$ cat config.mk
export PLATFORM = sky130hd
export DESIGN_NAME = alu_scalar_div_module
export DESIGN_NICKNAME = d
export VERILOG_FILES = /design/src/rtl/coproc_pkg.sv /design/src/rtl/scalar_div_core.sv /design/src/rtl/alu_scalar_div_module.sv
export SDC_FILE = /design/constraint.sdc
export NUM_CORES = 1
export LEC_CHECK = 0
export CORE_ASPECT_RATIO = 0.8
export CORE_MARGIN = 4
export CORE_UTILIZATION = 51
export DETAILED_ROUTE_END_ITERATION = 8
export GPL_TIMING_DRIVEN = 0
export PLACE_DENSITY = 0.79
export SYNTH_ARGS = -nofsm -noshare
export SYNTH_HDL_FRONTEND = slang
export SYNTH_SLANG_ARGS = --single-unit
$ cat constraint.sdc
create_clock -name clk -period 4.9 [get_ports clk]
set_clock_uncertainty 0.2 [all_clocks]
set_input_delay 0.49 -clock clk [delete_from_list [all_inputs] [get_ports clk]]
set_output_delay 0.49 -clock clk [all_outputs]
set_load 0.03 [all_outputs]
$ cat src/rtl/coproc_pkg.sv
// Shared constants, state encoding and helpers for the coprocessor matrix/scalar datapaths.
package coproc_pkg;

    localparam int unsigned ELEMS = 25;
    localparam int unsigned W     = 8;
    localparam int unsigned IdxW  = $clog2(ELEMS);

    typedef enum logic [1:0] {
        StIdle,
        StCalc,
        StWrite,
        StDone
    } div_state_e;

    // LSB position of element idx inside a flat matrix vector.
    function automatic int unsigned elem_lsb(input logic [IdxW-1:0] idx);
        int unsigned i;
        i = idx;
        return i * W;
    endfunction

    // Unsigned magnitude of a signed element; -128 maps to 8'h80 (=128).
    function automatic logic [W-1:0] abs_mag(input logic [W-1:0] x);
        return x[W-1] ? (~x + 1'b1) : x;
    endfunction

endpackage

$ cat src/rtl/scalar_div_core.sv
// Serial unsigned restoring divider: one quotient bit per cycle, MSB first, 8 cycles per load.
module scalar_div_core
    import coproc_pkg::*;
(
    input  logic         clk,
    input  logic         rst,
    input  logic         load_i,
    input  logic [W-1:0] dividend_i,
    input  logic [W-1:0] divisor_i,
    output logic [W-1:0] quotient_o,
    output logic         valid_o
);

    logic [W-1:0] rem_q, rem_d;
    logic [W-1:0] quo_q, quo_d;
    logic [W-1:0] dsr_q, dsr_d;
    logic [3:0]   cnt_q, cnt_d;
    logic         valid_q, valid_d;
    logic [W:0]   rem_sh;
    logic         ge;

    always_comb begin
        rem_d   = rem_q;
        quo_d   = quo_q;
        dsr_d   = dsr_q;
        cnt_d   = cnt_q;
        valid_d = 1'b0;
        // 9-bit partial remainder; the kept remainder is always below the divisor (<= 127).
        rem_sh  = {rem_q, quo_q[W-1]};
        ge      = rem_sh >= {1'b0, dsr_q};
        if (load_i) begin
            rem_d = '0;
            quo_d = dividend_i;
            dsr_d = divisor_i;
            cnt_d = 4'd8;
        end else if (cnt_q != 4'd0) begin
            rem_d   = ge ? (rem_sh[W-1:0] - dsr_q) : rem_sh[W-1:0];
            quo_d   = {quo_q[W-2:0], ge};
            cnt_d   = cnt_q - 4'd1;
            valid_d = (cnt_q == 4'd1);
        end
    end

    always_ff @(posedge clk) begin
        if (rst) begin
            rem_q   <= '0;
            quo_q   <= '0;
            dsr_q   <= '0;
            cnt_q   <= '0;
            valid_q <= 1'b0;
        end else begin
            rem_q   <= rem_d;
            quo_q   <= quo_d;
            dsr_q   <= dsr_d;
            cnt_q   <= cnt_d;
            valid_q <= valid_d;
        end
    end

    assign quotient_o = quo_q;
    assign valid_o    = valid_q;

endmodule

$ cat src/rtl/alu_scalar_div_module.sv
// Signed 5x5 int8 matrix divided by an int8 scalar, one element at a time through a shared
// serial divider; truncates toward zero and flags -128/-1 overflow and divide-by-zero.
module alu_scalar_div_module
    import coproc_pkg::*;
(
    input  logic               clk,
    input  logic               rst,
    input  logic               start,
    input  logic [ELEMS*W-1:0] A_flat,
    input  logic [W-1:0]       scalar,
    output logic [ELEMS*W-1:0] C_flat,
    output logic               busy,
    output logic               done,
    output logic               overflow_flag,
    output logic               div_by_zero_flag
);

    localparam logic [IdxW-1:0] LastIdx = IdxW'(ELEMS - 1);

    div_state_e         state_q, state_d;
    logic [ELEMS*W-1:0] a_q, a_d;
    logic [ELEMS*W-1:0] c_q, c_d;
    logic [W-1:0]       b_q, b_d;
    logic [IdxW-1:0]    idx_q, idx_d, idx_nxt;
    logic [2:0]         iter_q, iter_d;
    logic               ovf_q, ovf_d;
    logic               dbz_q, dbz_d;

    logic               core_load;
    logic [W-1:0]       core_dvd, core_dsr, core_quo;
    logic               core_valid;
    logic [W-1:0]       a_elem, res;
    logic               res_neg;

    scalar_div_core u_core (
        .clk        (clk),
        .rst        (rst),
        .load_i     (core_load),
        .dividend_i (core_dvd),
        .divisor_i  (core_dsr),
        .quotient_o (core_quo),
        .valid_o    (core_valid)
    );

    always_comb begin
        state_d   = state_q;
        a_d       = a_q;
        b_d       = b_q;
        c_d       = c_q;
        idx_d     = idx_q;
        iter_d    = iter_q;
        ovf_d     = ovf_q;
        dbz_d     = dbz_q;
        core_load = 1'b0;
        // The first element is fed straight from the ports so CALC can begin on the next edge.
        core_dvd  = abs_mag(A_flat[W-1:0]);
        core_dsr  = abs_mag(scalar);
        idx_nxt   = idx_q + 1'b1;
        a_elem    = a_q[elem_lsb(idx_q) +: W];
        res_neg   = a_elem[W-1] ^ b_q[W-1];
        res       = res_neg ? (~core_quo + 1'b1) : core_quo;

        unique case (state_q)
            StIdle: begin
                if (start) begin
                    a_d    = A_flat;
                    b_d    = scalar;
                    c_d    = '0;
                    ovf_d  = 1'b0;
                    idx_d  = '0;
                    iter_d = '0;
                    if (scalar == '0) begin
                        dbz_d   = 1'b1;
                        state_d = StDone;
                    end else begin
                        dbz_d     = 1'b0;
                        core_load = 1'b1;
                        state_d   = StCalc;
                    end
                end
            end
            StCalc: begin
                iter_d = iter_q + 3'd1;
                if (iter_q == 3'd7) begin
                    state_d = StWrite;
                end
            end
            StWrite: begin
                if (core_valid) begin
                    c_d[elem_lsb(idx_q) +: W] = res;
                    // +128 is unrepresentable; the stored byte 8'h80 is its low 8 bits.
                    if (core_quo == 8'h80 && !res_neg) begin
                        ovf_d = 1'b1;
                    end
                    if (idx_q == LastIdx) begin
                        state_d = StDone;
                    end else begin
                        idx_d     = idx_nxt;
                        iter_d    = '0;
                        core_load = 1'b1;
                        core_dvd  = abs_mag(a_q[elem_lsb(idx_nxt) +: W]);
                        core_dsr  = abs_mag(b_q);
                        state_d   = StCalc;
                    end
                end
            end
            StDone: begin
                state_d = StIdle;
            end
            default: begin
                state_d = StIdle;
            end
        endcase
    end

    always_ff @(posedge clk) begin
        if (rst) begin
            state_q <= StIdle;
            a_q     <= '0;
            b_q     <= '0;
            c_q     <= '0;
            idx_q   <= '0;
            iter_q  <= '0;
            ovf_q   <= 1'b0;
            dbz_q   <= 1'b0;
        end else begin
            state_q <= state_d;
            a_q     <= a_d;
            b_q     <= b_d;
            c_q     <= c_d;
            idx_q   <= idx_d;
            iter_q  <= iter_d;
            ovf_q   <= ovf_d;
            dbz_q   <= dbz_d;
        end
    end

    assign C_flat           = c_q;
    assign busy             = (state_q == StCalc) || (state_q == StWrite);
    assign done             = (state_q == StDone);
    assign overflow_flag    = ovf_q;
    assign div_by_zero_flag = dbz_q;

endmodule

==> summary.txt, run 1 <==
Outcome
  • Outcome: finished, final reports clean

Synthesis
  • #FFs+latches synth: 449
  • Synth cell types: 64
  • Syn Area/Cell: 8.43 µm²
  • Post-synth top area share: 47.5%
  • Synth area leader: dfxtp_1
  • Ys Warns: 0
  • Post-synth ARST share: 0%
  • Ys flop type: dfxtp_1
  • EDFF count, synth: 0
  • Net Count, Synth: 2483
  • Seq/Total Area, Yosys: 47.5%
  • Synthesized instance count: 2247
  • Syn Std Cell Area: 18900 µm²
  • Area contributors post-synth: dfxtp_1 47%, nand2_1 13%, a21oi_1 7.1%, mux4_2 6.8%, o21ai_0 4.2%

Worst setup path
  • Worst-path fanout max: 19
  • CP Launch Type: register
  • Type of element capturing the critical path: register
  • Slowest stage delay, CP: between 0.5 and 0.6 ns
  • Worst EP arrival: 4.90 ns
  • Slowest CP cell: mux4_2
  • CP most frequent cell: buf_6
  • Worst EP required: between 5 and 6 ns
  • CP cell instances: buf_6 -> buf_8 -> inv_1 -> ha_1 -> buf_4 -> buf_6 -> buf_6 -> mux4_2 -> mux2i_1 -> a221o_1 -> ha_1 -> inv_1 -> a221oi_1 -> a31oi_1 -> xnor2_1 -> a211oi_1
  • CP Class: reg -> reg

Final layout
  • Most common cell after layout, fill and taps aside: nand2_1
  • Commonest cells after routing, fill and taps aside: 649 x nand2_1, 449 x dfxtp_1, 411 x clkdlybuf4s50_1, 267 x a21oi_1, 160 x o21ai_0
  • Final core occ: 69.8%
  • Layout net count: 2941
  • Footprint of the multi-input gates: 9230 µm²
  • Area grow syn2layout: 33.9%
  • Register Area: 8990 µm²
  • Share of cells above drive strength 1: 7.04%
  • # diodes: 0
  • # fillers: roughly 2900

Clock tree
  • CTS buffer count: 46
  • CTS H-tree lvls: 2
  • Longest Clk Path Bufs: 3
  • Clk slew on worst S/H paths: around 0.060 ns
  • Root buf cell: clkbuf_16
  • CTS tree: done
  • CTS Sinks: roughly 450
  • Later-pin clock latency in the skew report: ~0.58 ns

Timing
  • Final Hold Violating Endpoints: 0
  • Slew @ Worst Pin: 1.18 ns
  • Final period demand of the worst path: 4.62 ns
  • Final Max Slew Viols: 0
  • Final worst-path cycle share: a little over nine tenths
  • Relative slew slack: between 20 and 25%
  • Fmax achieved: ~220 MHz
  • Post-Route Setup TNS: 0 ns
  • RSZ-0062 raised after global routing: false
  • Final setup fails: 0

Global routing
  • Antenna violations before repair: 1
  • Global-route wire length before repair: 105 mm
  • Global route overflow: 0
  • Largest net degree at the start of global routing: 16
  • All-Layer GR Usage: 32.5%
  • Number of global-route vias before repair: 18500

Power
  • Pwr dens: 409 nW/µm²
  • Total power: 10.4 mW
  • Clk pwr share: 36.6%
  • Logic pwr share: between 20% and 30%
  • Sequential fraction of design power: 39.9%
  • Switching power: between 3 and 4 mW
  • Sw Share: 31.5%
  • P_leak: 8.99 nW
  • Pint: 7.11 mW
  • Maximum vdd drop: 0.373 mV

Die
  • Core area: between 30000 and 40000 µm²
  • Io pins: 415
  • Die area: 40300 µm²
  • Row count: between 60 and 70
  • Chip width: 223 µm
  • Die Ht: 180 µm
  • Initial core utilization: 52.2%

Routing
  • Final wirelength: 68.0 mm
  • Vias per cell: 5.92
  • # DRC: 0
  • TritonRoute pass-1 iters: 6
  • DRT iter0 DRCs: 2312
  • DR WL/cell: approximately 21 µm
  • Post-route ant nets: 0
  • DR vias: 19100

Place
  • Port Buf Inserts: 411
  • Routability cong.: slightly below 1
  • DP HPWL: 51.6 mm

Worst hold path
  • HP Class: in -> reg

Job
  • Max-Cap Viols: 0
[per-stage QoR]
| stage | setup slack, ns | instances | hold WS (ns) | cell area, µm² |
|---|---|---|---|---|
| after floorplan | 1.00 | 2247 | 0.233 | 18900 |
| after global placement | -0.130 | 3138 | 0.234 | 23700 |
| after detailed placement | -0.106 | 3138 | 0.242 | 23700 |
| after CTS | 0.0179 | 3223 | 0.0936 | 25300 |
| after global routing | 0.0652 | 3222 | 0.125 | 25400 |
| final | 0.275 | 3222 | 0.118 | 25400 |
[area by class of cell]
type,instances,share of cell area (%)
inverter,31,0.459
clock inverter,22,1.21
clock buffer,63,5.39
timing repair buffer,411,16.2
tap,480,2.37
sequential,449,35.5
buffer,146,2.50
multi-input combinational,1620,36.4
[what timing repair did]
action,4_1_cts,5_1_grt
endpoints found under the setup margin,3,30
hold buffers,0,0
cloned,0,0
buffers inserted,0,0
resized for setup,4,5
[synth_stat cells, drive strengths merged, types with 2 or more instances]
cell type and instances:
inv 31, or3 7, a21oi 268, dfxtp 449, xnor2 27, o311ai 2, nand3 80, or2 2
a32oi 11, a22oi 5, o211ai 5, nand4 8, and2 3, clkbuf 116, nor3b 4, nor3 25
a21o 4, nor2 97, xor2 14, a211oi 21, mux2i 27, a221oi 2, nand2 649, buf 31
ha 24, mux4 57, o21a 3, o21ai 178, nand3b 4, nor2b 8, and3 5, o31ai 21
o22ai 3, a211o 2, a221o 3, nor4b 2, nand2b 17, a31oi 20
[flip-flops by register name, summed over array words and instances, names as in the netlist]
| register | count |
|---|---|
| div_by_zero_flag | 1 |
| a_q | 200 |
| C_flat | 200 |
| state_q | 2 |
| idx_q | 5 |
| u_core.quotient_o | 8 |
| u_core.dsr_q | 8 |
| overflow_flag | 1 |
| u_core.valid_o | 1 |
| iter_q | 3 |
| u_core.cnt_q | 4 |
| u_core.rem_q | 8 |
| b_q | 8 |
[path summary, 6_finish.rpt]
kind	endpoint	slack, ns	start	cells after the start
hold reg to reg	C_flat[25]$_SDFFE_PP0P_	0.25	C_flat[25]$_SDFFE_PP0P_	2
setup reg to reg	u_core.quotient_o[6]$_SDFFE_PP0P_	0.28	idx_q[0]$_SDFFE_PP0P_	16
setup / recovery	u_core.quotient_o[6]$_SDFFE_PP0P_	0.28	idx_q[0]$_SDFFE_PP0P_	16
hold / removal	a_q[7]$_SDFFE_PP0P_	0.12	A_flat[7]	3
[layer usage]
metal	global-route usage (%)	share of wire, %
met1	44.8	40
met2	51.9	45
met3	5.88	11
met4	10.9	3.8
met5	0	0.012
[cells by family (layout without fill, tap and decap cells)]
family / Yosys count / count (layout) / synth area share (%)
AO/OA/AOI/OAI: 554 / 554 / 16.1
XOR/XNOR: 41 / 41 / 2.33
adder cells (fa/ha/maj): 25 / 25 / 1.69
buffers and inverters: 178 / 673 / 3.88
flip-flops: 449 / 449 / 47.5
multiplexers: 85 / 85 / 8.27
AND/OR/NAND/NOR: 915 / 915 / 20.2
[critical path, delay by kind of cell (launching register included)]
family	cells	cell delay [ns]
adders and majority gates	2	0.53
buffers and inverters	7	1.37
xor gates and xnor gates	1	0.19
DFF	1	0.36
muxes	2	0.84
AOI/OAI and AO/OA	4	1.02
[power by group through the flow]
stage | clock network (mW) | logic [mW] | registers, mW
after floorplan | 0 | 1.59 | 4.15
after global placement | 0 | 2.30 | 4.20
after detailed placement | 0 | 2.36 | 4.22
after CTS | 3.81 | 2.39 | 4.14
after global routing | 3.95 | 2.66 | 4.18
final | 3.80 | 2.44 | 4.15
Power figures use the tool's default switching activity.
==> inputs of run 2 (changes only) <==
- CELL_PAD_IN_SITES_DETAIL_PLACEMENT: default -> 2
- CELL_PAD_IN_SITES_GLOBAL_PLACEMENT: default -> 2
- CORE_UTILIZATION: 51 -> 30
- PLACE_DENSITY: 0.79 -> 0.8
- SLEW_MARGIN: default -> 15
==> summary.txt, run 2 (synthesis results as in run 1) <==
Place
  • Port Buf Inserts: 411
  • DP HPWL: ~67 mm
  • Placement Setup Slack: -0.353 ns
  • Routability cong.: between 0.8 and 0.9

Die
  • Die area: 67200 µm²
  • Row count: slightly above 80
  • Initial core utilization: a little under a third
  • Chip width: 289 µm
  • Io pins: ~420
  • Die Ht: around 230 µm
  • Core area: 62600 µm²

Power
  • Pwr dens: ~420 nW/µm²
  • Pint: approximately 7.2 mW
  • Maximum vdd drop: roughly 0.26 mV
  • Sw Share: 32.8%
  • Total power: 10.8 mW
  • Logic pwr share: 24.0%
  • Sequential fraction of design power: 38.7%
  • Switching power: ~3.5 mW
  • Clk pwr share: between 30% and 40%
  • P_leak: approximately 9 nW

Final layout
  • Area grow syn2layout: 36.8%
  • Register Area: about 9000 µm²
  • # fillers: roughly 6800
  • Commonest cells after routing, fill and taps aside: 649 x nand2_1, 449 x dfxtp_1, 411 x clkdlybuf4s50_1, 267 x a21oi_1, 160 x o21ai_0
  • Layout net count: 2947
  • Share of cells above drive strength 1: 7.09%
  • Most common cell after layout, fill and taps aside: nand2_1
  • Footprint of the multi-input gates: 9240 µm²
  • Final core occ: 41.4%

Worst setup path
  • CP cell instances: buf_6 -> buf_8 -> inv_1 -> ha_1 -> buf_6 -> clkbuf_4 -> mux4_2 -> mux2i_1 -> a221o_1 -> ha_1 -> inv_1 -> a221oi_1 -> a31oi_1 -> xnor2_1 -> a211oi_1
  • Worst EP arrival: 4.90 ns
  • Type of element capturing the critical path: register
  • Slowest CP cell: mux4_2
  • CP Launch Type: register
  • Worst EP required: 5.18 ns
  • Slowest stage delay, CP: 0.65 ns
  • Worst-path fanout max: 19
  • CP Class: reg -> reg

Routing
  • Vias per cell: 5.27
  • DRT iter0 DRCs: 1128
  • Post-route ant nets: 0
  • TritonRoute pass-1 iters: 5
  • Final wirelength: 86.5 mm
  • # DRC: 0
  • DR vias: between 15000 and 20000
  • DR WL/cell: 24.1 µm

Clock tree
  • CTS buffer count: 49
  • Root buf cell: clkbuf_16
  • Later-pin clock latency in the skew report: 0.61 ns
  • Clk slew on worst S/H paths: 0.07 ns
  • Longest Clk Path Bufs: 3
  • CTS H-tree lvls: 2
  • CTS tree: done
  • Hold_buf cts: 0
  • CTS Sinks: 449

Timing
  • Final Hold Violating Endpoints: 0
  • Final period demand of the worst path: around 4.6 ns
  • Relative slew slack: ~28%
  • Final worst-path cycle share: 94.4%
  • Final Max Slew Viols: 0
  • Fmax achieved: 216 MHz
  • Worst Slack Setup Final: 0.275 ns
  • RSZ-0062 raised after global routing: false
  • Slew @ Worst Pin: 1.07 ns
  • Final setup fails: 0

Global routing
  • Number of global-route vias before repair: 20600
  • All-Layer GR Usage: between 20% and 30%
  • Largest net degree at the start of global routing: 20
  • Antenna violations before repair: 5
  • Global route overflow: 0
  • Global-route wire length before repair: 128 mm

Outcome
  • Outcome: finished, final reports clean

Job
  • Max-Cap Viols: 0

Worst hold path
  • HP Class: in -> reg
-- run 2: layout make-up --
class,instances,area share (%)
Antenna cell,2,0.0193
Buffer,146,2.48
Clock buffer,67,5.31
Clock inverter,22,1.35
Inverter,31,0.449
Multi-Input combinational cell,1620,35.7
Sequential cell,449,34.7
Tap cell,840,4.06
Timing Repair Buffer,414,16.0
-- run 2: critical path, delay by kind of cell (launching register included) --
family                     cells  cell delay, ns
buffers and inverters          6            1.25
AOI/OAI and AO/OA              4            1.03
muxes                          2            0.92
adders and majority gates      2            0.52
DFF                            1            0.35
xor gates and xnor gates       1            0.19
-- run 2: final timing paths --
| kind | from | endpoint | slack (ns) | cells past startpoint |
|---|---|---|---|---|
| max reg2reg | idx_q[0]$_SDFFE_PP0P_ | u_core.quotient_o[6]$_SDFFE_PP0P_ | 0.28 | 15 |
| min | A_flat[7] | a_q[7]$_SDFFE_PP0P_ | 0.10 | 3 |
| min reg2reg | C_flat[15]$_SDFFE_PP0P_ | C_flat[15]$_SDFFE_PP0P_ | 0.25 | 2 |
| max | idx_q[0]$_SDFFE_PP0P_ | u_core.quotient_o[6]$_SDFFE_PP0P_ | 0.28 | 15 |
-- run 2: power groups by stage --
| stage | sequential [mW] | combinational (mW) | clock, mW |
|---|---|---|---|
| floorplan | 4.15 | 1.59 | 0 |
| global placement | 4.21 | 2.43 | 0 |
| detailed placement | 4.24 | 2.55 | 0 |
| CTS | 4.16 | 2.58 | 4.08 |
| global route | 4.20 | 2.84 | 4.25 |
| finish | 4.16 | 2.58 | 4.02 |
-- run 2: through the flow --
step | TNS, ns | cell area (µm²) | hold slack (ns) | cells
2_1_floorplan | 0 | 18900 | 0.233 | 2247
3_3_place_gp | -0.426 | 24100 | 0.235 | 3498
3_5_place_dp | -0.723 | 24100 | 0.246 | 3498
4_1_cts | 0 | 25800 | 0.0679 | 3587
5_1_grt | 0 | 25900 | 0.129 | 3591
6_report | 0 | 25900 | 0.100 | 3591
-- run 2: per-layer routing --
metal / routed length [µm] / part of all wire (%) / global-route usage (%) / vias to the layer above
met1: 38000 / 44 / 32.5 / 9662
met5: 42 / 0.049 / 0 / -
li1: - / - / - / 8666
met4: 2150 / 2.5 / 6.94 / 6
met2: 41900 / 48 / 42.9 / 464
met3: 4430 / 5.1 / 3.76 / 120
-- run 2: timing repair --
item                       in CTS  in global routing
pin swaps                       1                  0
setup buffers                   1                  2
gates resized for setup         2                 10
setup endpoints to repair       6                 28
